==> src/rtl/serdes_align_pkg.sv <==
// Shared types, widths and the byte-rotate helper for the deserializer
// word-alignment controller.
package serdes_align_pkg;

  localparam int unsigned LANE_W = 8;
  localparam int unsigned ROT_W  = 3;

  typedef enum logic [2:0] {
    RST_SERDES,
    WAIT_RDY,
    SETTLE,
    SCAN,
    DONE,
    FAIL
  } align_state_t;

  // Right-rotate an 8-bit word: low byte of {w,w} >> r.
  function automatic logic [LANE_W-1:0] rotr8(input logic [LANE_W-1:0] w,
                                              input logic [ROT_W-1:0]  r);
    logic [2*LANE_W-1:0] ww;
    ww = {w, w} >> r;
    return ww[LANE_W-1:0];
  endfunction

endpackage

==> src/rtl/lane_rotate.sv <==
// Registered 8-bit rotator: one per lane, applies the stored rotation.
module lane_rotate
  import serdes_align_pkg::*;
(
  input  logic              clock,
  input  logic              reset,
  input  logic [LANE_W-1:0] word,
  input  logic [ROT_W-1:0]  rot,
  output logic [LANE_W-1:0] rot_word
);

  logic [LANE_W-1:0] word_q;
  logic [LANE_W-1:0] word_d;

  always_comb begin
    word_d = rotr8(word, rot);
  end

  always_ff @(posedge clock or posedge reset) begin
    if (reset) begin
      word_q <= '0;
    end else begin
      word_q <= word_d;
    end
  end

  assign rot_word = word_q;

endmodule

==> src/rtl/serdes_align_ctrl.sv <==
// Deserializer startup sequencer and per-lane word-alignment controller:
// reset, IDELAY wait, training settle, per-lane rotation scan, realigned bus.
module serdes_align_ctrl
  import serdes_align_pkg::*;
#(
  parameter int unsigned       LANES         = 32,
  parameter logic [LANE_W-1:0] PATTERN       = 8'hF0,
  parameter int unsigned       RST_CYCLES    = 16,
  parameter int unsigned       SETTLE_CYCLES = 64,
  parameter int unsigned       MATCH_COUNT   = 16
) (
  input  logic                    clock,
  input  logic                    reset,
  input  logic                    idelay_rdy,
  input  logic                    start,
  input  logic [LANES*LANE_W-1:0] sample,
  output logic                    serdes_reset,
  output logic                    train_req,
  output logic [LANES*LANE_W-1:0] aligned_sample,
  output logic [LANES-1:0]        lane_ok,
  output logic                    aligned,
  output logic                    error,
  output logic                    busy
);

  localparam int unsigned TIMER_MAX  = (RST_CYCLES > SETTLE_CYCLES) ? RST_CYCLES : SETTLE_CYCLES;
  localparam int unsigned TIMER_W    = $clog2(TIMER_MAX + 1);
  localparam int unsigned LANE_CNT_W = $clog2(LANES + 1);
  localparam int unsigned LANE_IDX_W = (LANES > 1) ? $clog2(LANES) : 1;
  localparam int unsigned MATCH_W    = $clog2(MATCH_COUNT + 1);

  align_state_t                  state_q, state_d;
  logic [TIMER_W-1:0]            timer_q, timer_d;
  logic [LANE_CNT_W-1:0]         lane_q, lane_d;
  logic [ROT_W-1:0]              rot_q, rot_d;
  logic [MATCH_W-1:0]            match_q, match_d;
  logic [LANES-1:0][ROT_W-1:0]   rot_tab_q, rot_tab_d;
  logic [LANES-1:0]              lane_ok_q, lane_ok_d;
  logic                          serdes_reset_q, serdes_reset_d;
  logic                          train_req_q, train_req_d;
  logic                          aligned_q, aligned_d;
  logic                          error_q, error_d;

  logic [LANES-1:0][LANE_W-1:0]  lanes_w;
  logic [LANE_IDX_W-1:0]         lane_idx;
  logic [LANE_W-1:0]             cur_word;
  logic                          scan_hit;
  logic                          restart;

  assign lanes_w  = sample;
  assign lane_idx = lane_q[LANE_IDX_W-1:0];
  assign cur_word = lanes_w[lane_idx];
  assign scan_hit = (rotr8(cur_word, rot_q) == PATTERN);

  always_comb begin
    state_d        = state_q;
    timer_d        = timer_q;
    lane_d         = lane_q;
    rot_d          = rot_q;
    match_d        = match_q;
    rot_tab_d      = rot_tab_q;
    lane_ok_d      = lane_ok_q;
    serdes_reset_d = serdes_reset_q;
    train_req_d    = train_req_q;
    aligned_d      = aligned_q;
    error_d        = error_q;
    restart        = 1'b0;

    case (state_q)
      RST_SERDES: begin
        serdes_reset_d = 1'b1;
        train_req_d    = 1'b0;
        if (timer_q == TIMER_W'(RST_CYCLES - 1)) begin
          state_d        = WAIT_RDY;
          serdes_reset_d = 1'b0;
          timer_d        = '0;
        end else begin
          timer_d = timer_q + 1'b1;
        end
      end
      WAIT_RDY: begin
        if (idelay_rdy) begin
          state_d     = SETTLE;
          train_req_d = 1'b1;
          timer_d     = '0;
        end
      end
      SETTLE: begin
        if (!idelay_rdy) begin
          restart = 1'b1;
        end else if (timer_q == TIMER_W'(SETTLE_CYCLES - 1)) begin
          state_d = SCAN;
          timer_d = '0;
          lane_d  = '0;
          rot_d   = '0;
          match_d = '0;
        end else begin
          timer_d = timer_q + 1'b1;
        end
      end
      SCAN: begin
        if (!idelay_rdy) begin
          restart = 1'b1;
        end else if (lane_q == LANE_CNT_W'(LANES)) begin
          // Every lane visited: one extra cycle to settle the verdict.
          train_req_d = 1'b0;
          if (&lane_ok_q) begin
            state_d   = DONE;
            aligned_d = 1'b1;
          end else begin
            state_d = FAIL;
            error_d = 1'b1;
          end
        end else if (scan_hit) begin
          if (match_q == MATCH_W'(MATCH_COUNT - 1)) begin
            rot_tab_d[lane_idx] = rot_q;
            lane_ok_d[lane_idx] = 1'b1;
            lane_d              = lane_q + 1'b1;
            rot_d               = '0;
            match_d             = '0;
          end else begin
            match_d = match_q + 1'b1;
          end
        end else begin
          match_d = '0;
          if (rot_q == ROT_W'(LANE_W - 1)) begin
            lane_d = lane_q + 1'b1;
            rot_d  = '0;
          end else begin
            rot_d = rot_q + 1'b1;
          end
        end
      end
      DONE, FAIL: begin
        train_req_d = 1'b0;
        if (start) begin
          restart = 1'b1;
        end
      end
      default: begin
        restart = 1'b1;
      end
    endcase

    // Any restart drops back to deserializer reset with results cleared.
    if (restart) begin
      state_d        = RST_SERDES;
      timer_d        = '0;
      lane_d         = '0;
      rot_d          = '0;
      match_d        = '0;
      rot_tab_d      = '0;
      lane_ok_d      = '0;
      serdes_reset_d = 1'b1;
      train_req_d    = 1'b0;
      aligned_d      = 1'b0;
      error_d        = 1'b0;
    end
  end

  always_ff @(posedge clock or posedge reset) begin
    if (reset) begin
      state_q        <= RST_SERDES;
      timer_q        <= '0;
      lane_q         <= '0;
      rot_q          <= '0;
      match_q        <= '0;
      rot_tab_q      <= '0;
      lane_ok_q      <= '0;
      serdes_reset_q <= 1'b1;
      train_req_q    <= 1'b0;
      aligned_q      <= 1'b0;
      error_q        <= 1'b0;
    end else begin
      state_q        <= state_d;
      timer_q        <= timer_d;
      lane_q         <= lane_d;
      rot_q          <= rot_d;
      match_q        <= match_d;
      rot_tab_q      <= rot_tab_d;
      lane_ok_q      <= lane_ok_d;
      serdes_reset_q <= serdes_reset_d;
      train_req_q    <= train_req_d;
      aligned_q      <= aligned_d;
      error_q        <= error_d;
    end
  end

  for (genvar i = 0; i < LANES; i++) begin : g_lane
    lane_rotate u_lane_rotate (
      .clock    (clock),
      .reset    (reset),
      .word     (sample[i*LANE_W +: LANE_W]),
      .rot      (rot_tab_q[i]),
      .rot_word (aligned_sample[i*LANE_W +: LANE_W])
    );
  end

  assign serdes_reset = serdes_reset_q;
  assign train_req    = train_req_q;
  assign lane_ok      = lane_ok_q;
  assign aligned      = aligned_q;
  assign error        = error_q;
  assign busy         = (state_q != DONE) && (state_q != FAIL);

endmodule

==> config.mk <==
export PLATFORM = sky130hd
export DESIGN_NAME = serdes_align_ctrl
export DESIGN_NICKNAME = d
export VERILOG_FILES = /design/src/rtl/serdes_align_pkg.sv /design/src/rtl/lane_rotate.sv /design/src/rtl/serdes_align_ctrl.sv
export SDC_FILE = /design/constraint.sdc
export NUM_CORES = 1
export LEC_CHECK = 0
export ABC_AREA = 1
export BUFFER_PORTS_ARGS = -buffer_cell sky130_fd_sc_hd__buf_2
export CAP_MARGIN = 15
export CORE_MARGIN = 8
export CORE_UTILIZATION = 25
export CTS_CLUSTER_SIZE = 28
export DETAILED_ROUTE_END_ITERATION = 7
export HOLD_SLACK_MARGIN = 0.05
export MAX_ROUTING_LAYER = met4
export SYNTH_ARGS = -nofsm -noshare
export SYNTH_HDL_FRONTEND = slang
export SYNTH_HIERARCHICAL = 1
export SYNTH_SLANG_ARGS = --single-unit
==> constraint.sdc <==
create_clock -name clock -period 9.55 [get_ports clock]
set_input_delay 0.4775 -clock clock [delete_from_list [all_inputs] [get_ports clock]]
set_output_delay 0.4775 -clock clock [all_outputs]
set_load 0.005 [all_outputs]
==> results of run 1 <==
[cell families (layout without fill, tap and decap cells)]
logic type / Yosys count / count (layout) / synth area share, %
compound gates: 91 / 91 / 1.597
xor+xnor: 4 / 4 / 0.1205
fa+ha+maj: 8 / 8 / 0.3443
buf+inv: 561 / 1021 / 10.40
flops: 412 / 412 / 35.46
other cells: 0 / 39 / 0
simple gates: 3141 / 3141 / 52.08
[synthesized netlist by cell type (all sizes together)]
cell / number
a31oi: 1
nor3b: 1
ha: 8
xor2: 4
inv: 343
nand3: 1141
dfstp: 1
a21oi: 19
o21ai: 69
o22ai: 1
buf: 154
nand4: 148
nor4: 5
clkinv: 2
and2: 1
nand2: 1600
nor3: 105
nor2: 116
clkbuf: 62
o21bai: 1
nand3b: 24
dfrtp: 411
[worst max-delay path: cells and delay by family, from the launching register on]
| kind | cells | cell delay (ns) |
|---|---|---|
| AOI/OAI and AO/OA | 2 | 0.93 |
| DFF | 1 | 0.74 |
| buffers and inverters | 3 | 1.90 |
| and+or+nand+nor | 14 | 1.73 |
[path summary, 6_finish.rpt]
check	from	endpoint	slack (ns)	cells after the start
setup / recovery	lane_q[0]	rot_tab_q[5]	4.02	19
hold / removal	reset	g_lane[4].u_lane_rotate/rot_word[4]	0.23	3
setup reg to reg	lane_q[0]	rot_tab_q[5]	4.02	19
hold reg to reg	aligned	aligned	0.51	2
max in group asynchronous	reset	lane_q[0]	7.17	5
min in group clock	sample[67]	g_lane[8].u_lane_rotate/rot_word[5]	0.23	5
[layout by cell type (no fill, tap or decap), types with 6 or more instances in the layout]
cell / instances
sky130_fd_sc_hd__dfrtp_1: 409
sky130_fd_sc_hd__nand2_1: 1340
sky130_fd_sc_hd__inv_1: 273
sky130_fd_sc_hd__buf_4: 23
sky130_fd_sc_hd__a21oi_1: 19
sky130_fd_sc_hd__o21ai_0: 62
sky130_fd_sc_hd__nand3_2: 128
sky130_fd_sc_hd__nand3b_1: 24
sky130_fd_sc_hd__nor2_1: 113
sky130_fd_sc_hd__inv_2: 38
sky130_fd_sc_hd__nand4_1: 148
sky130_fd_sc_hd__o21ai_1: 7
sky130_fd_sc_hd__diode_2: 39
sky130_fd_sc_hd__clkinvlp_4: 9
sky130_fd_sc_hd__buf_2: 552
sky130_fd_sc_hd__nand3_1: 1013
sky130_fd_sc_hd__nand2_2: 260
sky130_fd_sc_hd__inv_8: 33
sky130_fd_sc_hd__ha_1: 8
sky130_fd_sc_hd__clkinv_2: 6
sky130_fd_sc_hd__inv_6: 7
sky130_fd_sc_hd__nor3_1: 100
sky130_fd_sc_hd__clkbuf_16: 55
sky130_fd_sc_hd__bufinv_16: 12
[state kept, by name, indices dropped and copies added, names as in the netlist]
signal	cells
error	1
train_req	1
aligned	1
match_q	5
timer_q	7
rot_q	3
g_lane.u_lane_rotate/rot_word	256
rot_tab_q	96
lane_q	6
lane_ok	32
serdes_reset	1
state_q	3
[metal layers]
| metal | vias up | global-route usage (%) | routed length (um) |
|---|---|---|---|
| met1 | 14688 | 22.85 | 50220 |
| met4 | 0 | 8.468 | 5767 |
| met3 | 258 | 5.074 | 10790 |
| li1 | 14835 | - | - |
| met5 | - | - | 0 |
| met2 | 1212 | 31.14 | 58670 |
[layout make-up]
class                      instances  area, sq um  area share [%]
multi-input combinational       3244        15770           45.59
sequential                       412        10320           29.83
timing repair buffer             575         2935           8.487
tap                             1524         1907           5.513
inverter                         345         1543           4.461
clock buffer                      63         1446           4.182
clock inverter                    38        571.8           1.653
antenna                           39        97.59          0.2822
[power by group through the flow]
stage	registers (mW)	logic (mW)	clock network (mW)
floorplan	1.93	1.25	0
global placement	1.98	1.93	0
detailed placement	1.98	1.92	0
CTS	1.95	1.93	2.37
global route	1.96	2.12	2.44
finish	1.95	1.93	2.31
==> parameters.txt, run 1 <==
Parameter                              Value

Critical path
  Critical path cell sequence ... inv_4 -> buf_4 -> nand2_1 -> nand3_1 -> nand2_1 -> nand2_1 -> nand2_1 -> nor2_1 -> nand3_1 -> nand2_1 -> o21ai_1 -> nor2_1 -> nand2_1 -> nand2_1 -> nand2_2 -> o21bai_4 -> buf_4 -> nand4_1 -> nand2_1
  Worst setup path class ... flop to flop
  Cell with the biggest individual delay on the critical path ... sky130_fd_sc_hd__o21bai_4
  Setup crit end kind ... flop
  Most used cell, CP ... sky130_fd_sc_hd__nand2_1
  Data required time at the worst endpoint ... between 10 and 15 ns
  Crit-path max FO ... 70
  Crit path arrival time ... just over 6 ns
  Kind of launch point of the worst setup path ... flop
  Delay of the slowest critical-path stage ... around 0.86 ns

Synthesis
  Synthesis-stage register bit count ... a little over 400
  Gate count after technology mapping ... approximately 4200
  Dominant cell type by area after synthesis ... sky130_fd_sc_hd__dfrtp_1
  Netlist area before placement ... 29080 sq um
  Mapped Nets ... 4485
  Count of unique library cells instantiated by Yosys ... 32
  Post-Syn Area per Cell ... 6.895 sq um
  Number of warnings printed during yosys synthesis ... 6
  Synth top area cells ... sky130_fd_sc_hd__dfrtp_1 35%, sky130_fd_sc_hd__nand3_1 17%, sky130_fd_sc_hd__nand2_1 17%, sky130_fd_sc_hd__nand2_2 5.6%, sky130_fd_sc_hd__nand3_2 4.4%
  Seq/Total Area, Yosys ... 35.46%
  Fraction of synthesized cell area taken by the top area cell type ... around 35%

Floorplanning
  Starting density of the core ... 25.12%
  Area of the core region ... around 120000 sq um
  Die X-Extent ... roughly 360 um
  Die span in y ... around 360 um
  Die Outline Area ... about 130000 sq um
  Number of top-level pins ... 553
  Placement Rows ... 125

Timing
  Sum of negative setup slack ... 0 ns
  Max Clock Freq ... 180.8 MHz
  Final WS setup ... around 4.0 ns
  Setup repair after global routing missed its margin ... false
  Number of max-slew violations in the final report ... 0
  Fin Clk Skew ... 0.03265 ns
  Worst hold margin ... around 0.23 ns
  Final critical path time including I/O delays and setup ... 5.530 ns
  Ratio of final minimum period to clock period ... ~58%
  Final Hold Fails ... 0
  Pin slew with the least headroom to its limit ... roughly 1.1 ns
  Count of endpoints failing setup in the final report ... 0
  Worst rel slew slack ... between 20% and 30%

Pwr
  Overall power ... 6.181 mW
  Net switching power figure ... ~2.4 mW
  Fraction of power consumed by sequential logic ... 31.5%
  Static leakage ... approximately 17 nW
  Logic gate share of total power ... 31.1%
  Maximum vdd drop ... 0.0001815 V
  Areal power density over the cells ... around 180 nW/um^2
  Int Power ... ~3.7 mW
  Clk pwr share ... a little under two fifths
  Switching fraction of total power ... between 30% and 40%

Global route
  Largest net degree at the start of global routing ... 80
  Via count of the first global-routing pass ... just over 30000
  Global-route wire length before repair ... ~190000 um
  GRT Overall Usage ... 19.37%
  Remaining global-route overflow ... 0
  Initial antenna violation count ... 39

Cells and area
  Cell area after layout ... between 30000 and 40000 sq um
  # nets final ... between 4000 and 5000
  Share of final-layout standard cells stronger than drive strength 1 ... about a quarter
  Number of filler cells placed in the layout ... approximately 13000
  Non-filler cells in the finished layout ... approximately 6200
  Area growth syn-to-layout ... 18.95%
  Core Util, Final ... between 20 and 30%

Place
  Routability congestion estimate ... 0.9320
  Buffers on Ports ... roughly 550
  Post-place instance area ... between 30000 and 40000 sq um
  Post-placement cell count ... just over 6000
  Placed wire-length estimate after detailed placement ... between 90000 and 100000 um
  Worst slack at placement ... ~4.1 ns

Routing
  ANT nets after route ... 0
  Total wirelength of the detailed-routed design ... between 100000 and 150000 um
  Final routed wire length divided by cell count ... slightly above 20 um
  Count of vias placed by the detailed router ... ~31000
  Detail-routed via count per cell ... approximately 5.0
  Post-route DRC violation count ... 0
  First-pass DRT Iterations ... 6
  DRC marker count from the first detailed-route iteration ... 2844

CTS
  Insertion delay to the later sink of the worst-skew pair ... around 0.65 ns
  Total CTS buffers ... 54
  TritonCTS sink count ... around 400
  Post-CTS Setup Inserts ... 0
  Maximum clock path buffer count ... 3
  Clock tree from TritonCTS ... done
  Clock-pin slew of the registers on the worst-case setup and hold paths ... about 0.070 ns
  Resized cells post-CTS ... 0
  Hold-fix buffers, CTS ... 0
  CTS HTree Levels ... 2
  Master cell of the clock root buffer ... sky130_fd_sc_hd__clkbuf_16

Hold path
  Worst hold-check path type ... primary input to asynchronous set/reset pin

Outcome
  Run status ... complete, no violations

Flow run
  Count of max-cap constraint violations ... 0
Power figures use the tool's default switching activity.
==> inputs of run 2 (changes only) <==
clock period = 4.9 ns   (was 9.55 ns; I/O delays follow)
==> parameters.txt, run 2 (synthesis results as in run 1) <==
Parameter                              Value

Outcome
  Run status ... complete, no violations

Critical path
  Setup slack, reg-to-reg ... 0.76 ns (-3.26 ns)
  Reg2Reg Launch Point ... lane_q[0]
  Crit path arrival time ... 4.67 ns (-1.42 ns)
  Worst Setup SP ... lane_q[0]
  Crit-path max FO ... 77 (+10%)
  Kind of launch point of the worst setup path ... flop
  R2R cell count ... 20 (+1)
  Data required time at the worst endpoint ... 5.43 ns (-4.68 ns)
  Setup crit end kind ... flop
  Worst setup path class ... flop to flop

Pwr
  Logic gate share of total power ... 34.1% (+3.0 points)
  Net switching power figure ... 4.796 mW (+96%)
  Switching fraction of total power ... 39.50% (-0.057 points)
  Maximum vdd drop ... 0.0003178 V (+75%)
  Areal power density over the cells ... 306.8 nW/um^2 (+72%)
  Int Power ... 7.346 mW (+97%)
  Static leakage ... 18.88 nW (+10%)
  Overall power ... 12.14 mW (+96%)
  Fraction of power consumed by sequential logic ... 31.0% (-0.5 points)
  Clk pwr share ... 34.9% (-2.4 points)

Flow run
  Count of max-cap constraint violations ... 0 (unchanged)

Routing
  Total wirelength of the detailed-routed design ... 131600 um (+4.9%)
  DRC marker count from the first detailed-route iteration ... 2849 (+0.18%)
  Post-route DRC violation count ... 0 (unchanged)
  Count of vias placed by the detailed router ... 33428 (+7.9%)
  First-pass DRT Iterations ... 6 (unchanged)
  Detail-routed via count per cell ... 4.963 (about the same)
  ANT nets after route ... 0 (unchanged)
  Final routed wire length divided by cell count ... 19.54 um (-2.8%)

Cells and area
  Most frequent standard cell in the layout excluding fill and tap cells ... sky130_fd_sc_hd__nand2_1
  Core Util, Final ... 34.20% (+4.3 points)
  Non-filler cells in the finished layout ... 6735 (+7.9%)
  Area growth syn-to-layout ... 36.12%
  # nets final ... 5410 (+10%)
  Share of final-layout standard cells stronger than drive strength 1 ... 22.02% (-2.4 points)
  Commonest non-fill, non-tap cells in the layout ... 1340 x sky130_fd_sc_hd__nand2_1, 1013 x sky130_fd_sc_hd__nand3_1, 552 x sky130_fd_sc_hd__buf_2, 507 x sky130_fd_sc_hd__dlygate4sd3_1, 409 x sky130_fd_sc_hd__dfrtp_1
  Max FFs per register ... 256 (unchanged)

Global route
  Global-route wire length before repair ... 196800 um (+6.3%)
  Remaining global-route overflow ... 0 (unchanged)
  Largest net degree at the start of global routing ... 117 (+46%)
  Initial antenna violation count ... 24 (-38%)
  GRT Overall Usage ... 20.40% (+1.0 points)
  Via count of the first global-routing pass ... 32867 (+8.8%)

Floorplanning
  Placement Rows ... 125 (unchanged)
  Number of top-level pins ... 553 (unchanged)
  Area of the core region ... 115700 sq um (unchanged)
  Starting density of the core ... 25.12% (unchanged)
  Die X-Extent ... 357.0 um (unchanged)
  Die Outline Area ... 127500 sq um (unchanged)
  Die span in y ... 357.0 um (unchanged)

Timing
  Pin slew with the least headroom to its limit ... 0.9690 ns (-0.1231 ns)
  Setup repair after global routing missed its margin ... false
  Worst rel slew slack ... 35.40% (+8.4 points)
  Number of max-slew violations in the final report ... 0 (unchanged)
  Max Clock Freq ... 241.3 MHz (+33%)
  Fin Clk Skew ... 0.02888 ns (-0.003766 ns)
  Worst hold margin ... 0.07658 ns (-0.1549 ns)
  Count of endpoints failing setup in the final report ... 0 (unchanged)
  Final Hold Fails ... 0 (unchanged)
  Ratio of final minimum period to clock period ... 84.56% (+27 points)
  Sum of negative setup slack ... 0 ns (unchanged)
  Final critical path time including I/O delays and setup ... 4.143 ns (-1.387 ns)

CTS
  CTS HTree Levels ... 2 (unchanged)
  Hold-fix buffers, CTS ... 507 (+507)
  Master cell of the clock root buffer ... sky130_fd_sc_hd__clkbuf_16
  Maximum clock path buffer count ... 3 (unchanged)
  Clock-pin slew of the registers on the worst-case setup and hold paths ... 0.06 ns (about the same)
  Clock tree from TritonCTS ... done
  Resized cells post-CTS ... 0 (unchanged)
  Total CTS buffers ... 54 (unchanged)
  Post-CTS Setup Inserts ... 0 (unchanged)
  TritonCTS sink count ... 412 (unchanged)
  Insertion delay to the later sink of the worst-skew pair ... 0.65 ns (about the same)

Hold path
  Worst hold-check path type ... primary input to flop
  Number of stages on the worst hold path ... 5
  Beginning of the worst hold path ... sample[104]

Place
  Routability congestion estimate ... 0.9371 (+0.55%)
  Post-placement cell count ... 6103 (+0.049%)
  Buffers on Ports ... 552 (unchanged)
  Placed wire-length estimate after detailed placement ... 98340 um (+0.33%)
## run 2: critical path: stages (launching register included)
cell	delay, ns
sky130_fd_sc_hd__dfrtp_4	0.61
sky130_fd_sc_hd__inv_4	0.64
sky130_fd_sc_hd__buf_4	0.40
sky130_fd_sc_hd__nand2_1	0.08
sky130_fd_sc_hd__nand3_1	0.08
sky130_fd_sc_hd__nand2_1	0.09
sky130_fd_sc_hd__nand2_1	0.07
sky130_fd_sc_hd__nand2_1	0.10
sky130_fd_sc_hd__nor2_1	0.18
sky130_fd_sc_hd__nand3_1	0.17
sky130_fd_sc_hd__nand3_1	0.12
sky130_fd_sc_hd__nand2_1	0.09
sky130_fd_sc_hd__nor2_1	0.11
sky130_fd_sc_hd__nand3_1	0.08
sky130_fd_sc_hd__nand2_1	0.08
sky130_fd_sc_hd__nand2_2	0.12
sky130_fd_sc_hd__o21bai_4	0.18
sky130_fd_sc_hd__nand2_1	0.23
sky130_fd_sc_hd__buf_4	0.35
sky130_fd_sc_hd__nand2_1	0.10
sky130_fd_sc_hd__nand2_1	0.05
## run 2: metal layers
layer	routed length [um]	global-route usage [%]	part of all wire [%]	up-vias
met5	0	-	0	-
met4	6089	8.468	4.6	0
met3	11310	5.212	8.6	358
met2	62190	33.13	47	1427
met1	51990	24.03	40	15801
li1	-	-	-	15842
## run 2: worst paths after layout
kind / endpoint
setup / recovery: lane_ok[2]
hold / removal: g_lane[13].u_lane_rotate/rot_word[6]
setup reg to reg: lane_ok[2]
hold reg to reg: error
max in group asynchronous: rot_tab_q[65]
min in group asynchronous: g_lane[4].u_lane_rotate/rot_word[5]
## run 2: layout make-up
| type | instances | area [sq um] |
|---|---|---|
| fill | 12227 | 76160 |
| antenna | 25 | 62.56 |
| inverter | 345 | 1543 |
| timing repair buffer | 1085 | 8108 |
| clock buffer | 65 | 1423 |
| clock inverter | 35 | 450.4 |
| multi-input combinational | 3244 | 15770 |
| sequential | 412 | 10320 |
| tap | 1524 | 1907 |
## run 2: power by group through the flow
stage	Clock (mW)	Combinational (mW)	Sequential (mW)
final	4.24	4.14	3.76
after global routing	4.49	4.54	3.79
after CTS	4.35	4.12	3.76
after detailed placement	0	3.85	3.82
after global placement	0	3.83	3.82
after floorplan	0	2.44	3.76
## run 2: through the flow
step           area (sq um)  setup slack, ns
5_1_grt               39570           0.4616
3_5_place_dp          32570           0.8854
3_3_place_gp          32570           0.8954
4_1_cts               39520           0.8661
2_1_floorplan         29080           0.4501
6_report              39580           0.7566
